File: src/rtl/key_sw_io_pkg.sv
// Shared register map and control-word layout for the key/switch input peripheral.
package io_defs;

  localparam logic [31:0] KDATA_ADDR = 32'hF000_0010;
  localparam logic [31:0] SDATA_ADDR = 32'hF000_0014;
  localparam logic [31:0] KCTRL_ADDR = 32'hF000_0110;
  localparam logic [31:0] SCTRL_ADDR = 32'hF000_0114;

  localparam int READY_BIT   = 0;
  localparam int OVERRUN_BIT = 2;
  localparam int IE_BIT      = 8;

  function automatic logic [31:0] ctrl_word(input logic ready, input logic overrun,
                                            input logic ie);
    ctrl_word              = '0;
    ctrl_word[READY_BIT]   = ready;
    ctrl_word[OVERRUN_BIT] = overrun;
    ctrl_word[IE_BIT]      = ie;
  endfunction

endpackage

File: src/rtl/io_input_channel.sv
// One input channel: 2-flop synchronizer, optional debounce counter, data register
// and the ready/overrun/ie status bits.
module io_input_channel #(
  parameter int WIDTH    = 4,
  parameter int DEBOUNCE = 0
) (
  input  logic             clk,
  input  logic             rst_n,
  input  logic [WIDTH-1:0] din,
  input  logic             rd_clr,
  input  logic             ctrl_we,
  input  logic             wr_ovr,
  input  logic             wr_ie,
  output logic [WIDTH-1:0] data,
  output logic             ready,
  output logic             overrun,
  output logic             ie
);

  logic [WIDTH-1:0] sync1, sync2;
  logic             load;

  always_ff @(posedge clk or negedge rst_n) begin
    if (!rst_n) begin
      sync1 <= '0;
      sync2 <= '0;
    end else begin
      sync1 <= din;
      sync2 <= sync1;
    end
  end

  generate
    if (DEBOUNCE == 0) begin : g_bypass
      assign load = (sync2 != data);
    end else begin : g_debounce
      localparam int CW = (DEBOUNCE > 1) ? $clog2(DEBOUNCE) : 1;
      logic [CW-1:0] cnt;

      // sync1 != sync2 means the settled value is about to change: restart the count
      assign load = (sync2 != data) && (sync1 == sync2) && (cnt == CW'(DEBOUNCE - 1));

      always_ff @(posedge clk or negedge rst_n) begin
        if (!rst_n)
          cnt <= '0;
        else if (sync2 == data || sync1 != sync2 || load)
          cnt <= '0;
        else
          cnt <= cnt + 1'b1;
      end
    end
  endgenerate

  always_ff @(posedge clk or negedge rst_n) begin
    if (!rst_n) begin
      data    <= '0;
      ready   <= 1'b0;
      overrun <= 1'b0;
      ie      <= 1'b0;
    end else begin
      if (load)
        data <= sync2;
      // a new event outranks a same-edge read clear
      if (load)
        ready <= 1'b1;
      else if (rd_clr)
        ready <= 1'b0;
      if (load && ready && !rd_clr)
        overrun <= 1'b1;
      else if (ctrl_we && !wr_ovr)
        overrun <= 1'b0;
      if (ctrl_we)
        ie <= wr_ie;
    end
  end

endmodule

File: src/rtl/key_sw_io.sv
// Memory-mapped key/switch input peripheral: address decode, combinational read mux
// and registered interrupt around two input channels.
module key_sw_io
  import io_defs::*;
#(
  parameter int DBITS           = 32,
  parameter int DEBOUNCE_CYCLES = 500000
) (
  input  logic             clk,
  input  logic             reset,
  input  logic [3:0]       key_in,
  input  logic [9:0]       sw_in,
  input  logic [DBITS-1:0] addr,
  input  logic             re,
  input  logic             we,
  input  logic [DBITS-1:0] wdata,
  output logic             sel,
  output logic [DBITS-1:0] rdata,
  output logic             irq
);

  logic hit_kd, hit_sd, hit_kc, hit_sc;
  logic [3:0] kdata;
  logic [9:0] sdata;
  logic k_ready, k_ovr, k_ie;
  logic s_ready, s_ovr, s_ie;
  logic unused_wdata;

  assign hit_kd = (addr == DBITS'(KDATA_ADDR));
  assign hit_sd = (addr == DBITS'(SDATA_ADDR));
  assign hit_kc = (addr == DBITS'(KCTRL_ADDR));
  assign hit_sc = (addr == DBITS'(SCTRL_ADDR));
  assign sel    = hit_kd | hit_sd | hit_kc | hit_sc;

  // only the overrun and ie bits of a store matter
  assign unused_wdata = ^wdata;

  io_input_channel #(.WIDTH(4), .DEBOUNCE(0)) u_keys (
    .clk     (clk),
    .rst_n   (reset),
    .din     (key_in),
    .rd_clr  (re & hit_kd),
    .ctrl_we (we & hit_kc),
    .wr_ovr  (wdata[OVERRUN_BIT]),
    .wr_ie   (wdata[IE_BIT]),
    .data    (kdata),
    .ready   (k_ready),
    .overrun (k_ovr),
    .ie      (k_ie)
  );

  io_input_channel #(.WIDTH(10), .DEBOUNCE(DEBOUNCE_CYCLES)) u_sw (
    .clk     (clk),
    .rst_n   (reset),
    .din     (sw_in),
    .rd_clr  (re & hit_sd),
    .ctrl_we (we & hit_sc),
    .wr_ovr  (wdata[OVERRUN_BIT]),
    .wr_ie   (wdata[IE_BIT]),
    .data    (sdata),
    .ready   (s_ready),
    .overrun (s_ovr),
    .ie      (s_ie)
  );

  always_comb begin
    rdata = '0;
    if (hit_kd)      rdata = DBITS'(kdata);
    else if (hit_sd) rdata = DBITS'(sdata);
    else if (hit_kc) rdata = DBITS'(ctrl_word(k_ready, k_ovr, k_ie));
    else if (hit_sc) rdata = DBITS'(ctrl_word(s_ready, s_ovr, s_ie));
  end

  always_ff @(posedge clk or negedge reset) begin
    if (!reset) irq <= 1'b0;
    else        irq <= (k_ready & k_ie) | (s_ready & s_ie);
  end

endmodule
File: config.mk
export PLATFORM = sky130hd
export DESIGN_NAME = key_sw_io
export DESIGN_NICKNAME = d
export VERILOG_FILES = /design/src/rtl/key_sw_io_pkg.sv /design/src/rtl/io_input_channel.sv /design/src/rtl/key_sw_io.sv
export SDC_FILE = /design/constraint.sdc
export NUM_CORES = 1
export LEC_CHECK = 0
export CAP_MARGIN = 10
export CORE_MARGIN = 3
export CORE_UTILIZATION = 45
export DETAILED_ROUTE_END_ITERATION = 10
export HOLD_SLACK_MARGIN = 0.08
export PLACE_DENSITY = 0.8
export REMOVE_ABC_BUFFERS = 1
export SLEW_MARGIN = 20
export SYNTH_ARGS = -nofsm -noshare
export SYNTH_HDL_FRONTEND = slang
export SYNTH_HIERARCHICAL = 1
export SYNTH_SLANG_ARGS = --single-unit
export TNS_END_PERCENT = 10
File: constraint.sdc
create_clock -name clk -period 1.9 [get_ports clk]
set_input_delay 0.475 -clock clk [delete_from_list [all_inputs] [get_ports clk]]
set_output_delay 0.475 -clock clk [all_outputs]
set_load 0.05 [all_outputs]
# --- Yosys cells after proc, flatten, opt, wreduce, memory -nomap -nowiden ---
# Cells that the tools add are included.
word_totals:
  output_inout_bits: 34
  in_bits: 82
  word_cells: 65
  regBits: 68
classes:
  addsub: 1
  bitwise: 10
  n_mux: 13
  reduce_logical: 17
  n_eq_ne: 10
ops:
  columns: ["op", "count"]
  rows:
  - ["32-bit == test (second input constant)", 4]
  - ["32-bit two-way mux", 1]
  - ["10-bit == test", 2]
  - ["10-bit inequality test", 2]
  - ["19-bit by 1-bit adder with 19-bit output (second input constant)", 1]
  - ["19-bit == test (second input constant)", 1]
  - ["19-bit two-way mux", 1]
  - ["9-bit two-way mux", 2]
  - ["10-bit two-way mux", 1]
  - ["1-bit logical AND", 8]
  - ["1-bit two-way mux", 8]
  - ["2-bit nonzero test", 4]
  - ["1-bit AND", 6]
  - ["4-bit inequality test", 1]
  - ["1-bit bitwise OR", 4]
  - ["1-bit zero test", 3]
  - ["1-bit logical OR", 2]

# --- Logic depth before layout (Yosys ltp) ---
# Gate-level depths: netlist of the first run.
depth:
  depth_word: 6
  mapped_depth: 7

# --- Cells and area by module ---
# Netlist of the first run, hierarchy kept.
modules_own_cells:
  columns: ["mod", "area_per_inst_um2", "cells_per_inst", "seq_area_each_um2", "n_inst"]
  rows:
  - ["io_input_channel (u_sw)", 2175.8, 174, 1301.2, 1]
  - ["key_sw_io", 598.1, 71, 25.0, 1]
  - ["io_input_channel (u_keys)", 473.0, 30, 375.4, 1]

# --- Worst setup path after synthesis of the first run ---
# OpenSTA, ideal clock, no wires.
synth_timing:
  path_kind: "input-to-output"
  startpoint: "input addr[23]"
  endpoint: "output rdata[1]"
  stages: 3
  t_arrival_ns: 2.530
  path_slack_ns: -1.105
  path_buffers: 0
  cell_sequence: "nor4_4 > nand4_4 > nor4_1"
synth_between:
  elab_chain_len: 4
  word_cells_on_any_way: 6
synth_lines:
  columns: ["element", "line_no", "source"]
  rows:
  - ["start: declaration", "key_sw_io.sv:13", "input logic [DBITS-1:0] addr,"]
  - ["32-bit == test", "key_sw_io.sv:31", "assign hit_kc = (addr == DBITS'(KCTRL_ADDR));"]
  - ["9-bit two-way mux", "key_sw_io.sv:70", "else if (hit_kc) rdata = DBITS'(ctrl_word(k_ready, k_ovr, k_ie));"]
  - ["10-bit two-way mux", "key_sw_io.sv:69", "else if (hit_sd) rdata = DBITS'(sdata);"]
  - ["32-bit two-way mux *", "key_sw_io.sv:68", "if (hit_kd) rdata = DBITS'(kdata);"]
  - ["end: declaration", "key_sw_io.sv:18", "output logic [DBITS-1:0] rdata,"]
# Every way passes the cells marked *; elsewhere a longest branch is shown, timed or not.

# --- Final worst setup path of the first run ---
layout_timing:
  startpoint: "input addr[27]"
  endpoint: "output rdata[2]"
layout_between:
  elab_chain_len: 5
  word_cells_on_any_way: 8
layout_lines:
  columns: ["element", "line_no", "source"]
  rows:
  - ["32-bit == test", "key_sw_io.sv:32", "assign hit_sc = (addr == DBITS'(SCTRL_ADDR));"]
  - ["9-bit two-way mux", "key_sw_io.sv:71", "else if (hit_sc) rdata = DBITS'(ctrl_word(s_ready, s_ovr, s_ie));"]
  - ["9-bit two-way mux", "key_sw_io.sv:70", null]
  - ["10-bit two-way mux", "key_sw_io.sv:69", null]
  - ["32-bit two-way mux *", "key_sw_io.sv:68", null]
# Marks and branches as above.

==> results of run 1 <==
registers in the layout (all words and copies together), names as in the netlist:
name	count
u_sw/g_debounce.cnt	19
u_sw/data	10
u_sw/sync1	10
u_sw/sync2	10
u_keys/data	4
u_keys/sync1	4
u_keys/sync2	4
irq	1
u_keys/ie	1
u_keys/overrun	1
u_keys/ready	1
u_sw/ie	1
u_sw/overrun	1
u_sw/ready	1
worst max-delay path, cell delays in order:
cell and delay, ns:
clkdlybuf4s15_1 0.17, and4bb_2 0.34, nand4_4 0.20, buf_4 0.21, nor3b_2 0.17, buf_4 0.14, buf_12 0.12
synth_stat cells, drive strengths merged:
cell type,count
and3,3
nor4b,1
xnor2,18
clkbuf,4
o21ai,4
and4bb,2
ha,1
and4b,1
nand2b,2
a22o,1
nor3,13
nor4,13
dfrtp,68
nand2,15
mux4,2
nor3b,2
xor2,23
inv,10
nand4,10
mux2i,3
mux2,13
buf,27
nand3,10
nor2,26
or3,2
conb,1
timing repair:
item	4_1_cts	5_1_grt
pin swaps	15	8
setup endpoints to repair	17	41
buffers inserted	6	1
gates resized for setup	117	28
logic make-up after synthesis:
group	Yosys count	synth area share
and+or+nand+nor	100	0.194
DFF	68	0.524
xor gates and xnor gates	41	0.111
buffers and inverters	41	0.0802
muxes	18	0.0775
AOI/OAI and AO/OA	5	0.00886
adders and majority gates	1	0.00385
other	1	0.00115
cells in the final DEF (no fill, tap or decap), types with 10 or more instances in the layout:
master / instances
dfrtp_1: 68
conb_1: 22
nor2_1: 23
xor2_1: 23
buf_4: 27
clkdlybuf4s50_1: 18
buf_12: 13
nand2_1: 15
clkbuf_8: 10
inv_1: 10
mux2_4: 10
buf_2: 10
xnor2_1: 18
buf_6: 16
stage by stage:
stage	total power, W	instances	area, sq um
floorplan	0.00168	265	3100
global placement	0.00185	455	4210
detailed placement	0.00186	455	4210
CTS	0.00330	477	4590
global route	0.00339	477	4640
finish	0.00326	477	4640
power breakdown:
group          internal, W  leakage, nW  switching [W]
Combinational     0.000121         1.09       0.000191
Sequential         0.00148        0.860      0.0000298
Clock             0.000907        0.122       0.000529
Total              0.00251         2.07       0.000750
per-layer routing:
metal | vias to the layer above | part of all wire | track usage | wire [um]
met5 | - | 0 | 0 | 0
met4 | 0 | 0.025 | 0.0930 | 185
met2 | 101 | 0.50 | 0.296 | 3690
li1 | 1095 | - | - | -
met1 | 1109 | 0.40 | 0.215 | 2980
met3 | 16 | 0.071 | 0.0580 | 522
area by class of cell:
cell class,count,area (sq um),area share
Inverter,10,37.5,0.00809
Tap cell,96,120,0.0259
Clock buffer,10,138,0.0296
Timing Repair Buffer,100,1000,0.216
Sequential cell,68,1700,0.367
Multi-Input combinational cell,187,1530,0.330
Clock inverter,6,111,0.0240
worst paths after layout:
check,endpoint,depth (start not counted)
worst min register to register,u_keys/sync2[1],0
min in group clk,u_keys/sync2[1],0
worst max register to register,u_sw/data[0],6
worst min-delay path,u_sw/sync1[5],2
worst max-delay path,rdata[2],7
max in group asynchronous,u_sw/sync2[9],2
==> out/results.txt, run 1 <==
skew final: 0.00831 ns
DRC: 0
CTS tree: done
Seq/Total Area, Yosys: 0.524
period utilisation layout: 1.22
yosys warns: 6
setup ws final: -0.409 ns
PwrDens: 702 nW/um^2
RSZ-0062 raised after global routing: true
CTS Root Cell: clkbuf_8
run status: finished with violations
DIE AREA: 8270 sq um
proportion of layout cells with a drive suffix above 1: 0.357
I/O Buffers: 63
First DRT Iteration DRCs: 117
Yosys reg bits: 68
antenna violations before repair: 0
Setup violations, final: 12
Worst VDD drop: 0.444 mV
top cells by area, synth: dfrtp_1 (52%), xor2_1 (6.2%), buf_4 (5.5%)
largest net degree at the start of global routing: 69
leakage power: 2.07 nW
hpwl dp: 5.12 mm
Num CTS Buffers: 9
ANT cells: 0
1st-pass router iterations: 4
maximum capacitance violations: 0
cell taking the most area after synthesis: dfrtp_1
Final min period: 2.31 ns
Netlist cell types: 37
CTS HTree Levels: 3
DR WL/cell: 15.4 um
final hold slack: 0.140 ns
Die Y: 90.9 um
Fin. Hold Viols: 0
Reg-to-Reg Start: u_sw/data[2]
Initial Util: 0.470
CTS Hold Bufs: 0
type of origin of the critical path: primary input
GR Util All Layers: 0.181
Hold Path Class: in -> async
FP Rows: 30
Yosys top cell area share: 0.524
FILL cells: 491
CP startpoint: addr[27]
drt total wl: 7.37 mm
routability congestion estimate: 0.850
clock transition at the registers of the reported paths: 0.07 ns
vias in the first global route: 2,478
Syn Area/Cell: 11.8 sq um
pins over their slew limit: 0
CP max FO: 7
final core utilization: 0.672
Mapped Cells: 275
GR Overflow Total: 0
Fmax: 0.433 GHz
Worst setup EP type: output port
Vias: 2,321
Die W: 90.9 um
Place WS: -0.765 ns
post-route ant nets: 0
r2r setup slk: 0.03 ns
violated checks: negative setup slack
boundary pin count: 116
worst path arrival time: 1.83 ns
CTS sink count: 68
Clk Latency, worst-skew pair: 0.33 ns
first-pass GRT wire length: 11.8 mm
synthesized cell area: 3250 sq um
vias per cell: 4.87
clk buf depth: 2
CP required: 1.42 ns
fin nets: 459
Syn-to-layout area delta: 43.0%
Fin Setup TNS: -3.37 ns
core area: 6910 sq um
critical path class: in -> out
No activity file was read; power rests on OpenSTA's default activity.
==> run 2, diff against run 1 <==
- GPL_TIMING_DRIVEN: default -> 0
==> out/results.txt, run 2 (synthesis results as in run 1) <==
power share of the combinational group: 0.109 (+0.013)
GR Util All Layers: 0.171 (-0.0102)
antenna violations before repair: 0 (unchanged)
DIE AREA: 8270 sq um (unchanged)
Worst setup EP type: output port
CTS tree: done
core area: 6910 sq um (unchanged)
vias in the first global route: 2,332 (-5.9%)
clk buf depth: 2 (unchanged)
post-route ant nets: 0 (unchanged)
First DRT Iteration DRCs: 101 (-14%)
Worst VDD drop: 0.322 mV (-28%)
pins over their slew limit: 0 (unchanged)
critical path class: in -> out
Syn-to-layout area delta: 30.4%
Flop pwr share: 0.526 (+0.062)
Sw Share: 0.247 (+0.0164)
vias per cell: 4.87 (+0.10%)
RSZ-0062 raised after global routing: true
r2r setup slk: 0.01 ns (-0.02 ns)
CP required: 1.42 ns (about the same)
period utilisation layout: 1.14 (-0.0778)
final hold slack: 0.0803 ns (-0.0599 ns)
Vias: 2,187 (-5.8%)
maximum capacitance violations: 0 (unchanged)
power share of the clock group: 0.365 (-0.076)
violated checks: negative setup slack
hpwl dp: 4.64 mm (-9.5%)
skew final: 0.00838 ns (+0.0000678 ns)
gr busiest metal: met2
Fmax: 0.463 GHz (+6.8%)
CTS Hold Bufs: 0 (unchanged)
commonest non-fill, non-tap cell in the layout: dfrtp_1
Largest register FFs: 19 (unchanged)
first-pass GRT wire length: 11.3 mm (-4.3%)
most frequent cells in the layout: dfrtp_1 (68), nor2_1 (25), xor2_1 (23), conb_1 (22)
DR WL/cell: 14.9 um (-3.3%)
boundary pin count: 116 (unchanged)
run status: finished with violations
fin nets: 433 (-5.7%)
Final min period: 2.16 ns (-0.148 ns)
drt total wl: 6.70 mm (-9.0%)
CTS sink count: 68 (unchanged)
type of origin of the critical path: primary input
setup ws final: -0.261 ns (+0.148 ns)
I/O Buffers: 63 (unchanged)
DRC: 0 (unchanged)
Num CTS Buffers: 9 (unchanged)
Hold Path Class: in -> async
Clk Latency, worst-skew pair: 0.33 ns (about the same)
DP Area: 3870 sq um (-8.1%)
PwrDens: 679 nW/um^2 (-3.4%)
Die Y: 90.9 um (unchanged)
Largest Register: u_sw/g_debounce.cnt
CP max FO: 6 (-1)
FP Rows: 30 (unchanged)
worst path arrival time: 1.69 ns (-0.14 ns)
1st-pass router iterations: 4 (unchanged)
Die W: 90.9 um (unchanged)
Net Switching: 0.000708 W (-5.6%)
clock transition at the registers of the reported paths: 0.06 ns (about the same)
proportion of layout cells with a drive suffix above 1: 0.295 (-0.0623)
GR Util met2: 0.290 (-0.00552)
CTS Root Cell: clkbuf_8
largest net degree at the start of global routing: 36 (-48%)
met1 track demand over resource: 0.210 (-0.00454)
design area: 4230 sq um (-8.8%)
GR Overflow Total: 0 (unchanged)
CTS HTree Levels: 3 (unchanged)
ANT cells: 0 (unchanged)
Fin Setup TNS: -2.61 ns (+0.762 ns)
met3 Use GR: 0.0514 (-0.00663)
Fin. Hold Viols: 0 (unchanged)
Setup violations, final: 11 (-1)
routability congestion estimate: 0.803 (-5.6%)
Initial Util: 0.470 (unchanged)
Pint: 0.00216 W (-14%)
leakage power: 1.83 nW (-11%)
[run 2: cell types whose count changed in the layout (fill, tap and decap cells not counted), sizes merged]
cell         change
buf             -25
bufinv           -3
clkbuf           -3
clkinvlp         -1
dlygate4sd2      +3
nand4            +1
[run 2: cell type report]
class	count	area (sq um)
repair buffers	73	666
fillers	531	2670
flip-flops and latches	68	1700
well taps	96	120
multi-input cells	188	1530
inverters	10	37.5
clock inverters	2	10.0
clock buffers	12	165
[run 2: per-layer routing]
layer,part of all wire,vias up
met5,0,-
met4,0.0085,0
met3,0.064,4
met2,0.51,78
met1,0.41,1072
li1,-,1033
[run 2: path summary, 6_finish.rpt]
| kind | to | cells past startpoint | startpoint |
|---|---|---|---|
| worst min register to register | u_keys/sync2[2] | 0 | u_keys/sync1[2] |
| worst min-delay path | u_sw/sync1[7] | 1 | reset |
| worst max register to register | u_sw/data[0] | 5 | u_sw/data[5] |
| min in group clk | u_keys/sync2[2] | 0 | u_keys/sync1[2] |
| worst max-delay path | rdata[6] | 6 | addr[12] |
| max in group asynchronous | u_keys/sync2[3] | 2 | reset |
[run 2: power groups by stage]
stage	Combinational, W	Sequential (W)	Clock [W]
floorplan	0.000152	0.00153	0
global placement	0.000302	0.00154	0
detailed placement	0.000312	0.00154	0
CTS	0.000313	0.00151	0.00108
global route	0.000334	0.00152	0.00115
finish	0.000313	0.00151	0.00105
[run 2: per-stage QoR]
stage	instances	worst slack (ns)	power, W	util
CTS	449	-0.241	0.00291	0.610
global placement	424	-1.80	0.00184	0.558
finish	449	-0.261	0.00287	0.613
detailed placement	425	-1.51	0.00185	0.561
floorplan	265	-1.27	0.00168	-
global route	449	-0.352	0.00300	0.613
[run 2: timing repair]
item	4_1_cts	5_1_grt
setup buffers	9	0
pin swaps	19	5
gates cloned	1	0
resized for setup	207	6
endpoints found under the setup margin	28	29
[run 2: worst max-delay path, cell delays in order]
cell and delay [ns]:
buf_6 0.10, nor4_4 0.37, buf_4 0.19, nand4_4 0.15, nor3_2 0.22, buf_6 0.18
